File: src/rtl/comparator_4bit.sv
// Registered WIDTH-bit magnitude comparator, unsigned or two's complement,
// with cascade inputs for building wider comparators from several stages.
module comparator_4bit #(
   parameter int unsigned WIDTH = 4
) (
   input  logic             clk,
   input  logic             rst_n,
   input  logic             in_valid,
   input  logic [WIDTH-1:0] A,
   input  logic [WIDTH-1:0] B,
   input  logic             signed_mode,
   input  logic             casc_gt,
   input  logic             casc_lt,
   input  logic             casc_eq,
   output logic             out_valid,
   output logic             AlB,
   output logic             AgB,
   output logic             AeB
);

   logic [WIDTH:0] a_ext;
   logic [WIDTH:0] b_ext;
   logic [WIDTH:0] diff;
   logic           ops_eq;
   logic           mag_lt;
   logic           unused_casc_eq;

   logic valid_d, valid_q;
   logic lt_d, lt_q;
   logic gt_d, gt_q;
   logic eq_d, eq_q;

   // One extra bit keeps the difference exact in both modes.
   assign a_ext = {signed_mode & A[WIDTH-1], A};
   assign b_ext = {signed_mode & B[WIDTH-1], B};
   assign diff  = a_ext - b_ext;
   assign mag_lt = diff[WIDTH];
   assign ops_eq = (A == B);

   // Equality is the fall-through case, so casc_eq carries no information.
   assign unused_casc_eq = casc_eq;

   always_comb begin
      valid_d = in_valid;
      lt_d    = lt_q;
      gt_d    = gt_q;
      eq_d    = eq_q;
      if (in_valid) begin
         lt_d = 1'b0;
         gt_d = 1'b0;
         eq_d = 1'b0;
         unique case (1'b1)
            !ops_eq && mag_lt:  lt_d = 1'b1;
            !ops_eq && !mag_lt: gt_d = 1'b1;
            ops_eq && casc_gt:  gt_d = 1'b1;
            ops_eq && !casc_gt && casc_lt:
               lt_d = 1'b1;
            default:            eq_d = 1'b1;
         endcase
      end
   end

   always_ff @(posedge clk) begin
      if (!rst_n) begin
         valid_q <= 1'b0;
         lt_q    <= 1'b0;
         gt_q    <= 1'b0;
         eq_q    <= 1'b0;
      end else begin
         valid_q <= valid_d;
         lt_q    <= lt_d;
         gt_q    <= gt_d;
         eq_q    <= eq_d;
      end
   end

   assign out_valid = valid_q;
   assign AlB       = lt_q;
   assign AgB       = gt_q;
   assign AeB       = eq_q;

endmodule

File: config.mk
export PLATFORM = sky130hd
export DESIGN_NAME = comparator_4bit
export DESIGN_NICKNAME = d
export VERILOG_FILES = /design/src/rtl/comparator_4bit.sv
export SDC_FILE = /design/constraint.sdc
export NUM_CORES = 1
export LEC_CHECK = 0
export ABC_AREA = 1
export BUFFER_PORTS_ARGS = -buffer_cell sky130_fd_sc_hd__buf_4
export CELL_PAD_IN_SITES_DETAIL_PLACEMENT = 1
export CELL_PAD_IN_SITES_GLOBAL_PLACEMENT = 2
export CORE_MARGIN = 2
export CORE_UTILIZATION = 18
export CTS_CLUSTER_DIAMETER = 50
export DETAILED_ROUTE_END_ITERATION = 16
export HOLD_SLACK_MARGIN = 0.05
export MAX_ROUTING_LAYER = met4
export PLACE_DENSITY = 0.78
export REMOVE_ABC_BUFFERS = 1
export SYNTH_ARGS = -nofsm -noshare
export SYNTH_HDL_FRONTEND = slang
export SYNTH_SLANG_ARGS = --single-unit
File: constraint.sdc
create_clock -name clk -period 1.08 [get_ports clk]
set_input_delay 0.054 -clock clk [delete_from_list [all_inputs] [get_ports clk]]
set_output_delay 0.054 -clock clk [all_outputs]
set_load 0.05 [all_outputs]
Word level (Yosys, flattened, before mapping)
Index checks and enable logic that the tools add are counted.
{ "totals": {"reg_bits": 4, "input_bits": 15, "wordCells": 22} }
{ "classes": {"n_addsub": 1, "n_eq_ne": 1, "muxes": 3, "n_bitwise": 2, "n_reduce_logical": 11} }
{ "op_table": {"columns": ["cell", "n"], "rows": [
  ["$logic_and 1x1->1", 5],
  ["$sub 5x5->5", 1],
  ["$eq 4x4->1", 1],
  ["$reduce_or 2->1", 2],
  ["$reduce_or 4->1", 1],
  ["$logic_not 1->1", 3],
  ["$mux 1", 3],
  ["$and 1x1->1", 2]
]} }

Logic depth before layout (Yosys ltp)
Gate-level depths: netlist of run 1.
{ "logic_depth": {"word_depth": 6, "mapped_depth": 12, "depth_no_buf": 12} }

Worst setup path before layout of run 1
Ideal clock, no wire load.
{ "synth_path": {"kind": "input to register", "startpoint": "in B[3]", "endpoint": "reg lt_q, in the netlist AlB", "arrival_ns": 0.901, "required_time_ns": 1.014, "slack_ns": 0.113, "stages": 11, "n_path_buf": 0, "path_cell_list": "inv_1 -> ha_1 -> nand2_1 -> inv_1 -> nand2_1 -> nand2_1 -> nand2_1 -> nand3_2 -> nand2_1 -> nand2_1 -> a21oi_2"} }
{ "synth_between": {"elab_chain_cells": 5, "word_cells_on_any_way": 9, "cone_classes": "1 x add/sub; 1 x eq/ne; 1 x mux; 1 x bitwise; 5 x reduce/logical"} }
{ "synth_lines": {"columns": ["element", "line_no", "text"], "rows": [
  ["from (decl)", "10", "input logic [WIDTH-1:0] B,"],
  ["$and 1x1->1 / $eq 4x4->1 (equally long branches)", "35, 38", null],
  ["$sub 5x5->5, or another cell as far along", "36", "assign diff = a_ext - b_ext;"],
  ["$logic_and 1x1->1, on equally long branches", "53, 56", null],
  ["$reduce_or 2->1 (no line) *", null, null],
  ["$mux 1 *", "52", "unique case (1'b1)"],
  ["to (signal assigned)", "71", "lt_q <= lt_d;"],
  ["to (decl)", "29", "logic lt_d, lt_q;"]
]} }
Every way passes the cells marked *; elsewhere a longest branch is shown, timed or not.
A chain may end at the register's enable or synchronous reset.

Worst setup path after layout of run 1
{ "layout_path": {"startpoint": "in A[3]", "endpoint": "reg gt_q, in the netlist AgB"} }
{ "layout_between": {"elab_chain_cells": 6, "word_cells_on_any_way": 9, "cone_classes": "1 x add/sub; 1 x eq/ne; 1 x mux; 1 x bitwise; 5 x reduce/logical"} }
{ "layout_lines": {"columns": ["element", "line_no", "text"], "rows": [
  ["from (decl)", "9", "input logic [WIDTH-1:0] A,"],
  ["$and 1x1->1", "34", "assign a_ext = {signed_mode & A[WIDTH-1], A};"],
  ["$sub 5x5->5", "36", null],
  ["$logic_not 1->1", "54", "!ops_eq && !mag_lt: gt_d = 1'b1;"],
  ["$logic_and 1x1->1", "54", null],
  ["$reduce_or 2->1 (no line) *", null, null],
  ["$mux 1 *", "52", null],
  ["to (signal assigned)", "72", "gt_q <= gt_d;"],
  ["to (decl)", "30", "logic gt_d, gt_q;"]
]} }
Marked as above.

==> results of run 1 <==
-- layout by cell type (no fill, tap or decap) --
cell type	count
a21oi_1	3
a21oi_2	1
buf_4	18
clkbuf_4	3
dfxtp_1	4
dlygate4sd3_1	2
ha_1	4
inv_1	14
nand2_1	14
nand3_1	2
nand3_2	1
nand4_1	1
nor2_1	1
nor2_2	2
o21ai_0	2
-- state kept, by name (all words and copies together) (netlist names) --
register and count:
AeB 1, out_valid 1, AgB 1, AlB 1
-- power by group --
part	leakage [nW]	switching, W	internal, W
sequential	0.0330	0.00000446	0.000158
clock	0.0138	0.0000645	0.000124
combinational	0.254	0.0000983	0.0000799
-- cells by family after synthesis --
kind of cell | after synthesis | synth area share, %
DFF | 4 | 25.70
and+or+nand+nor | 21 | 30.52
adders and majority gates | 4 | 16.06
AOI/OAI and AO/OA | 6 | 10.84
buffers and inverters | 14 | 16.87
-- stage by stage --
stage,total power [W],worst slack (ns)
5_1_grt,0.0005657,0.02224
2_1_floorplan,0.0002646,0.1127
6_report,0.0005295,0.1364
4_1_cts,0.0005407,0.1206
3_5_place_dp,0.0003370,-0.08782
3_3_place_gp,0.0003341,-0.08418
-- what timing repair did --
item	4_1_cts	5_1_grt
setup endpoints to repair	0	0
endpoints found under the hold margin	2	0
hold buffers	2	0
buffers inserted	0	0
-- final timing paths --
kind                            startpoint  endpoint  slack [ns]  depth (start not counted)
worst max-delay path                  A[3]       AgB        0.14                          7
worst min-delay path               casc_lt       AeB        0.10                          4
worst max register to register         AgB       AgB        0.46                          2
worst min register to register         AeB       AeB        0.47                          2
-- worst max-delay path, stage by stage --
cell     delay (ns)
buf_4          0.12
ha_1           0.29
nand2_1        0.08
nor2_2         0.15
inv_1          0.09
o21ai_0        0.19
a21oi_1        0.08
-- final cells by class --
cell class / instances / area, sq um / area share, %
flip-flops and latches: 4 / 80.08 / 15.69
multi-input cells: 31 / 178.9 / 35.05
clock buffers: 3 / 22.52 / 4.412
inverters: 14 / 52.55 / 10.29
repair buffers: 20 / 155.1 / 30.39
well taps: 17 / 21.27 / 4.167
-- per-layer routing --
layer | vias up | wire length [um]
met3 | 0 | 52
li1 | 195 | -
met4 | 0 | 0
met5 | - | 0
met1 | 149 | 332
met2 | 12 | 403
==> flow_summary.yaml, run 1 <==
outcome:
  status: "finished clean"
sta:
  whs_ns: 0.1032
  max_slew_margin_pct: 87.30
  post-route-min-period_ns: 0.9436
  hold_viol: 0
  max_freq_mhz: 1060
  slew_violations: 0
  timing.final.crit_share_pct: 87.37
  grt_setup_unrepaired: "false"
  setup_viol: 0
  skew_ns: 0
  finalSetupTns_ns: 0
  worstMarginPinSlew_ns: 0.1884
clocking:
  clk_pin_slew_ns: 0.04
  clock-sinks: 4
  cts_resized: 0
  cts_made_buffers: 3
  cts_tree: "built"
  htree_levels: 1
  clock_latency_ns: 0.24
  root_buffer: "clkbuf_4"
  clk_path_buf_depth: 2
placement:
  placed_cells: 84
  dpl-instance-area_sq_um: 467.9
  dp_hpwl_um: 617.3
  gp_congestion: 0.6302
  port_buffers: 17
synthesis:
  async_flop_share_pct: 0
  syn_area_sq_um: 311.5
  synth_warnings: 0
  synth.distinct_cells: 12
  syn_area_per_cell_sq_um: 6.358
  seq_area_frac_synth_pct: 25.70
  synth-seq-cells: 4
  synth_top_area_share_pct: 25.70
  ys_top_cells_by_count: "inv_1, nand2_1, dfxtp_1, ha_1, a21oi_1"
  synth_area_leaders: "dfxtp_1, inv_1, nand2_1, ha_1, a21oi_1"
  synth_edf_count: 0
  synthCells: 49
  ys.flop_type: "dfxtp_1"
  yosys.area.top_type: "dfxtp_1"
floorplanning:
  fp.dieH_um: 45.61
  num_rows: 15
  core_sq_um: 1670
  initial_utilization_pct: 18.65
  die_w_um: 45.61
  ios: 19
  die_area_sq_um: 2080
route:
  wl_um: 789
  vias: 356
  ant_nets: 0
  initialDrtViolationCount: 2
  drtPass1Iterations: 2
  drc: 0
  avgRoutedWirePerCell_um: 8.865
  via_per_inst: 4.000
final_layout:
  num_antenna_cells: 0
  area_growth_pct: 63.86
  finalNetCount: 93
  final_area_sq_um: 510.5
  fillers: 222
  drive_above_1_share_pct: 34.72
  instances_no_fill: 89
  post-route-util_pct: 30.56
global_route:
  global_route.usage.met1_pct: 9.026
  use_met3_pct: 4.762
  first_global_vias: 333
  grt_util_met2_pct: 14.65
  grt_pass1_wl_mm: 1.242
  grt_use_total_pct: 8.765
  antenna_found_initial: 0
  busiest_layer: "met2"
  grt_max_degree: 7
  grt-ovfl-total: 0
critical_path:
  arrival_ns: 1.06
  cp-end-kind: "flop"
  path_max_fanout: 3
  crit_type: "in -> reg"
  required_ns: 1.19
  start_kind: "input pin"
power:
  p_leak_nw: 0.3007
  irDropWorstVdd_mv: 0.6118
  powerDensity_nw_per_um2: 1037
hold_path:
  hold_class: "in -> reg"
run:
  cap_violations: 0
Power figures use the tool's default switching activity.
==> inputs of run 2 (changes only) <==
--- a/config.mk
+++ b/config.mk
@@ -13,6 +13,7 @@
 export CORE_UTILIZATION = 18
 export CTS_CLUSTER_DIAMETER = 50
 export DETAILED_ROUTE_END_ITERATION = 16
+export GPL_TIMING_DRIVEN = 0
 export HOLD_SLACK_MARGIN = 0.05
 export MAX_ROUTING_LAYER = met4
 export PLACE_DENSITY = 0.78
==> flow_summary.yaml, run 2 (synthesis results as in run 1) <==
outcome:
  status: "finished clean"
critical_path:
  start_kind: "input pin"
  crit_type: "in -> reg"
  r2r_cells: 2
  arrival_ns: 1.03
  path_max_fanout: 3
  cp-end-kind: "flop"
  required_ns: 1.20
sta:
  post-route-min-period_ns: 0.9098
  grt_setup_unrepaired: "false"
  max_slew_margin_pct: 87.64
  hold_viol: 0
  finalSetupTns_ns: 0
  skew_ns: 0
  slew_violations: 0
  worstMarginPinSlew_ns: 0.1835
  max_freq_mhz: 1099
  timing.final.crit_share_pct: 84.24
  setup_viol: 0
global_route:
  global_route.usage.met1_pct: 9.264
  grt_util_met2_pct: 13.52
  grt_pass1_wl_mm: 1.235
  use_met3_pct: 5.159
  antenna_found_initial: 0
  grt_max_degree: 7
  grt_use_total_pct: 8.598
  busiest_layer: "met2"
  grt-ovfl-total: 0
  first_global_vias: 325
final_layout:
  drive_above_1_share_pct: 33.80
  layout_commonest_cell: "buf_4"
  finalNetCount: 92
  area_growth_pct: 61.45
  final_area_sq_um: 503.0
  final_cell_mix: "buf_4, inv_1, nand2_1"
  num_antenna_cells: 0
clocking:
  clock_latency_ns: 0.24
  htree_levels: 1
  clock-sinks: 4
  cts_tree: "built"
  root_buffer: "clkbuf_4"
  clk_pin_slew_ns: 0.04
  clk_path_buf_depth: 2
  cts_resized: 0
  cts_made_buffers: 3
route:
  initialDrtViolationCount: 0
  drtPass1Iterations: 1
  vias: 356
  avgRoutedWirePerCell_um: 9.000
  ant_nets: 0
  drc: 0
  wl_um: 792
  via_per_inst: 4.045
floorplanning:
  ios: 19
  num_rows: 15
  initial_utilization_pct: 18.65
  fp.dieH_um: 45.61
  core_sq_um: 1670
  die_w_um: 45.61
  die_area_sq_um: 2080
power:
  power.total_w: 0.0005286
  powerDensity_nw_per_um2: 1051
  p_leak_nw: 0.2953
  irDropWorstVdd_mv: 0.5820
placement:
  dp_hpwl_um: 642.8
  gp_congestion: 0.5897
  port_buffers: 17
  dpl-instance-area_sq_um: 460.4
hold_path:
  hold_class: "in -> reg"
  min_path_cells: 4
run:
  cap_violations: 0
## run 2: cell count changes in the layout (fill, tap and decap cells not counted), sizes merged
cell  before  now
buf       18   17
## run 2: worst paths after layout
path	from	to	slack, ns
setup / recovery	A[3]	AgB	0.17
hold / removal	casc_lt	AeB	0.11
setup reg to reg	AgB	AgB	0.44
hold reg to reg	AeB	AeB	0.47
## run 2: stage by stage
stage	std cells	hold WS, ns	setup slack [ns]	utilization (%)
floorplan	49	0.1475	0.1127	-
global placement	83	0.2595	-0.08554	27.57
detailed placement	83	0.2725	-0.08772	27.57
CTS	88	0.1134	0.1494	30.11
global route	88	0.1683	0.04753	30.11
finish	88	0.1125	0.1702	30.11
## run 2: cell type report
cell class / count / area, sq um
multi-input combinational: 31 / 178.9
timing repair buffer: 19 / 147.6
fill: 213 / 1167
tap: 17 / 21.27
sequential: 4 / 80.08
clock buffer: 3 / 22.52
inverter: 14 / 52.55
## run 2: worst max-delay path: stages
cell and delay [ns]:
buf_4 0.12, ha_1 0.29, nand2_1 0.08, nor2_2 0.16
inv_1 0.09, o21ai_0 0.16, a21oi_1 0.08
## run 2: power breakdown
group / internal [W] / switching (W)
Clock: 0.000125 / 0.0000676
Combinational: 0.0000778 / 0.0000964
Sequential: 0.000158 / 0.00000430
## run 2: metal layers
| metal | vias up | routed length (um) | part of all wire, % |
|---|---|---|---|
| li1 | 192 | - | - |
| met4 | 0 | 0 | 0 |
| met5 | - | 0 | 0 |
| met1 | 152 | 304 | 38 |
| met3 | 0 | 70 | 8.8 |
| met2 | 12 | 417 | 53 |
## run 2: timing repair
action                     CTS  global route
hold buffers                 2             0
setup endpoints to repair    0             0
buffers inserted             0             0
hold endpoints to repair     2             0
